[config.mk]
export PLATFORM = sky130hd
export DESIGN_NAME = serial_word_receiver
export DESIGN_NICKNAME = d
export VERILOG_FILES = /design/src/rtl/serial_word_receiver.sv
export SDC_FILE = /design/constraint.sdc
export NUM_CORES = 1
export LEC_CHECK = 0
export ABC_AREA = 1
export BUFFER_PORTS_ARGS = -buffer_cell sky130_fd_sc_hd__buf_4
export CAP_MARGIN = 30
export CORE_MARGIN = 8
export CORE_UTILIZATION = 39
export DETAILED_ROUTE_END_ITERATION = 7
export GPL_ROUTABILITY_DRIVEN = 1
export PLACE_DENSITY = 0.68
export SETUP_SLACK_MARGIN = 0.15
export SLEW_MARGIN = 30
export SYNTH_ARGS = -nofsm -noshare
export SYNTH_HDL_FRONTEND = slang
export SYNTH_SLANG_ARGS = --single-unit
[constraint.sdc]
create_clock -name clk -period 1.8 [get_ports clk]
set_clock_uncertainty 0.2 [all_clocks]
set_input_delay 0.36 -clock clk [delete_from_list [all_inputs] [get_ports clk]]
set_output_delay 0.36 -clock clk [all_outputs]
set_load 0.01 [all_outputs]
[src/rtl/serial_word_receiver.sv]
// serial_word_receiver
// Collects one serial bit per valid cycle into a BITS-wide word, MSB-first or
// LSB-first as chosen by the first bit of each word. Each completed word goes
// into a one-entry holding register with a valid/ready handshake. If a word
// completes while the holding register is still full, that word is dropped
// and a sticky overrun flag is raised. syncIn discards a partial word so the
// receiver can be realigned to a frame boundary.

module serial_word_receiver #(
  parameter int BITS = 8,
  parameter int CNTW = 4
) (
  input  logic            clk,
  input  logic            reset,
  input  logic            serIn,
  input  logic            serValid,
  input  logic            lsbFirst,
  input  logic            syncIn,
  input  logic            outReady,
  input  logic            clearOvr,
  output logic [BITS-1:0] regOut,
  output logic            outValid,
  output logic [CNTW-1:0] bitCount,
  output logic            busy,
  output logic            overrun
);

  typedef enum logic {
    S_IDLE,
    S_RECV
  } state_t;

  localparam logic [CNTW-1:0] CNT_LAST = CNTW'(BITS - 1);
  localparam logic [CNTW-1:0] CNT_ONE  = CNTW'(1);

  state_t            state_q, state_d;
  logic [CNTW-1:0]   cnt_q, cnt_d;
  logic [BITS-1:0]   sr_q, sr_d;
  logic              order_q, order_d;
  logic [BITS-1:0]   hold_q, hold_d;
  logic              valid_q, valid_d;
  logic              ovr_q, ovr_d;

  logic              first_bit;
  logic              word_order;
  logic [CNTW-1:0]   cnt_base;
  logic [BITS-1:0]   sr_next;
  logic              word_done;
  logic              consume;
  logic              drop;

  // Assembly: shift in each valid bit, track the count and detect the last bit
  always_comb begin
    state_d   = state_q;
    cnt_d     = cnt_q;
    sr_d      = sr_q;
    order_d   = order_q;
    word_done = 1'b0;

    first_bit  = (state_q == S_IDLE) || syncIn;
    word_order = first_bit ? lsbFirst : order_q;
    cnt_base   = syncIn ? '0 : cnt_q;
    sr_next    = word_order ? {serIn, sr_q[BITS-1:1]} : {sr_q[BITS-2:0], serIn};

    if (serValid) begin
      sr_d    = sr_next;
      order_d = word_order;
      if (cnt_base == CNT_LAST) begin
        cnt_d     = '0;
        state_d   = S_IDLE;
        word_done = 1'b1;
      end else begin
        cnt_d   = cnt_base + CNT_ONE;
        state_d = S_RECV;
      end
    end else if (syncIn) begin
      cnt_d   = '0;
      state_d = S_IDLE;
    end
  end

  // Holding register and overrun: load, consume or drop the completed word
  always_comb begin
    hold_d  = hold_q;
    valid_d = valid_q;
    ovr_d   = ovr_q;

    consume = valid_q & outReady;
    drop    = word_done & valid_q & ~outReady;

    if (word_done && !drop) begin
      hold_d  = sr_next;
      valid_d = 1'b1;
    end else if (consume) begin
      valid_d = 1'b0;
    end

    if (drop) begin
      ovr_d = 1'b1;
    end else if (clearOvr) begin
      ovr_d = 1'b0;
    end
  end

  // State register with synchronous reset; reset discards any partial word
  always_ff @(posedge clk) begin
    if (reset) begin
      state_q <= S_IDLE;
      cnt_q   <= '0;
      sr_q    <= '0;
      order_q <= 1'b0;
      hold_q  <= '0;
      valid_q <= 1'b0;
      ovr_q   <= 1'b0;
    end else begin
      state_q <= state_d;
      cnt_q   <= cnt_d;
      sr_q    <= sr_d;
      order_q <= order_d;
      hold_q  <= hold_d;
      valid_q <= valid_d;
      ovr_q   <= ovr_d;
    end
  end

  assign regOut   = hold_q;
  assign outValid = valid_q;
  assign bitCount = cnt_q;
  assign busy     = (cnt_q != '0);
  assign overrun  = ovr_q;

endmodule

==> results.cfg <==
[global_routing]
overflow = 0
antenna_found_initial = 0
grt_util_all_layers = 0.100
grt_pass1_vias = 997
grt_max_degree = 23
grt_first_pass_wirelength_mm = 4.21

[routing]
drtIter0Drc = 69
viasPerCell = 4.71
drt-pass1-iter-count = 4
drc = 0
ant_nets = 0
vias = 1163
wl_per_cell_um = 10.7
drt-total-wl_mm = 2.66

[die]
io_pins = 23
start_util = 0.399
core_mm2 = 0.00295
rows = 20
die_area_mm2 = 0.00504
die_x_um = 71.0
die_h_um = 71.0

[sta]
rsz0062_at_grt = yes
hold_violations = 0
setup_violations = 0
maxSlewHeadroom = 0.779
worst_pin_slew_ns = 0.331
drv_slew = 0
max_freq_mhz = 588
finalCritPeriodShare = 0.945
fin_crit_ns = 1.70
holdWs_ns = 0.0861
timing.final.ws_setup_ns = 0.0991
tns_ns = 0

[clocking]
ctsHoldBuffers = 0
clk_latency_ns = 0.31
max-clock-path-buffers = 2
cts_inserted_buffers = 3
cts_tree = yes
cts_root_buf = clkbuf_4
clk_pin_slew_worst_paths_ns = 0.13
htree_levels = 1
clock-sinks = 24

[critical_path]
crit_family = flip-flops
r2r_start = bitCount[1]$_SDFF_PP0_
cpMostUsedCell = buf_6
worstSetupStartpointType = flip-flop
cp_cell_sequence = buf_6 > nor2_2 > nand3_1 > buf_6
required_ns = 1.24
cp_max_fo = 3
slowest_delay_ns = 0.38
crit_buf_inv = 2
cp.arrival_ns = 1.14
startpoint = bitCount[1]$_SDFF_PP0_
worst-setup-path-type = flip-flop to primary output
endpoint_kind = primary output
cp_slowest_cell = dfxtp_4

[power]
power.switching_mw = 0.254
switching_share = 0.257
power.density_mw_per_mm2 = 656
power.share.sequential = 0.570
p_int_mw = 0.734
p_total_mw = 0.988
p_comb_frac = 0.146
ir_drop_mv = 0.238
leakagePower_nw = 0.805
p_clk_frac = 0.284

[cells_and_area]
nets = 224
layout-drive-gt1-share = 0.220
area_growth_syn_to_layout_pct = 27.8
layout_commonest_cell = nand2_1
layout_common_cells = 42 x nand2_1, 39 x nor2_1, 29 x nand3_1
fin_area_mm2 = 0.00151
utilization = 0.510
instances_no_fill = 247
antenna_cells = 0
fill_cells = 299

[placement]
pre_cts_ws_ns = 0.00120
hpwl_mm = 1.82
dp_cells = 236
routabilityCongestion = 0.785
port-buffer-count = 22
dpl_cell_area_mm2 = 0.00137

[synth]
syn_area_per_cell_um2 = 6.37
synth_area_leaders = dfxtp_1 41%, nand2_1 14%, nor2_1 13%
ys_seq_area_frac = 0.408
synth_area_mm2 = 0.00118
syn_nets = 194
yosys.area.top_type = dfxtp_1
synth_edf_count = 0
synthCells = 185
yosysWarnings = 0
synthFlopType = dfxtp_1
ys_seq_elements = 24
synth_cell_types = 18
synth_top_area_share = 0.408
synthArstFlopShare = 0

[run_status]
status = completed

[hold_path]
hp-start = clearOvr
hold_path_class = input pin to flip-flop

[run]
maxCapViolCount = 0
cells by family (layout without fill, tap and decap cells):
| group | Yosys count | after routing | synth area share |
|---|---|---|---|
| fa+ha+maj | 1 | 1 | 0.0106 |
| buf+inv | 34 | 62 | 0.115 |
| compound gates | 7 | 7 | 0.0319 |
| flops | 24 | 24 | 0.408 |
| simple gates | 119 | 120 | 0.435 |
synth_stat cells (2+ instances only):
cell type,instances
o21ai_0,2
inv_1,28
a21oi_1,4
buf_1,2
dfxtp_1,24
nand4_1,2
nand2_1,43
nand3_1,29
nor2_1,41
clkbuf_1,2
timing repair:
item,in CTS,in global routing
pin swaps,0,8
setup buffers,0,6
gates resized for setup,0,15
endpoints found under the setup margin,8,10
cloned,0,1
registers in the layout (all words and copies together), names as in the netlist:
| signal | flops |
|---|---|
| order_q | 1 |
| bitCount | 4 |
| state_q | 1 |
| outValid | 1 |
| sr_q | 8 |
| regOut | 8 |
| overrun | 1 |
worst paths after layout:
path | to | slack, ns | cells after the start
max reg2reg | regOut[0]$_SDFFE_PP0P_ | 0.24 | 9
min | overrun$_SDFFE_PP0P_ | 0.09 | 4
max | busy | 0.1 | 4
min reg2reg | overrun$_SDFFE_PP0P_ | 0.28 | 2
layer usage:
layer	GRT usage	routed length [um]	part of all wire
met2	0.151	1200	0.45
met1	0.123	1290	0.49
met5	0	0	0
met4	0.0554	34	0.013
met3	0.0297	128	0.048
power by group through the flow:
stage | clock network (mW) | logic [mW] | registers, mW
floorplan | 0 | 0.0838 | 0.574
global placement | 0 | 0.124 | 0.576
detailed placement | 0 | 0.125 | 0.576
CTS | 0.292 | 0.125 | 0.564
global route | 0.312 | 0.164 | 0.566
finish | 0.280 | 0.144 | 0.564
worst reg2reg max path, cell delays in order (launching register included):
cell and delay, ns:
dfxtp_4 0.38, inv_2 0.04, nor2_4 0.12, ha_4 0.13, nand2_2 0.07, nor2_4 0.18
nand3_4 0.14, nand2_1 0.08, nand2_1 0.04, nor2_1 0.11
cell type report:
class | instances | area, um2 | share of cell area
clock buffers | 4 | 36.3 | 0.0241
inverters | 29 | 109 | 0.0723
multi-input cells | 128 | 606 | 0.402
flip-flops and latches | 24 | 485 | 0.322
well taps | 33 | 41.3 | 0.0274
repair buffers | 29 | 229 | 0.152
No activity file was read; power rests on OpenSTA's default activity.
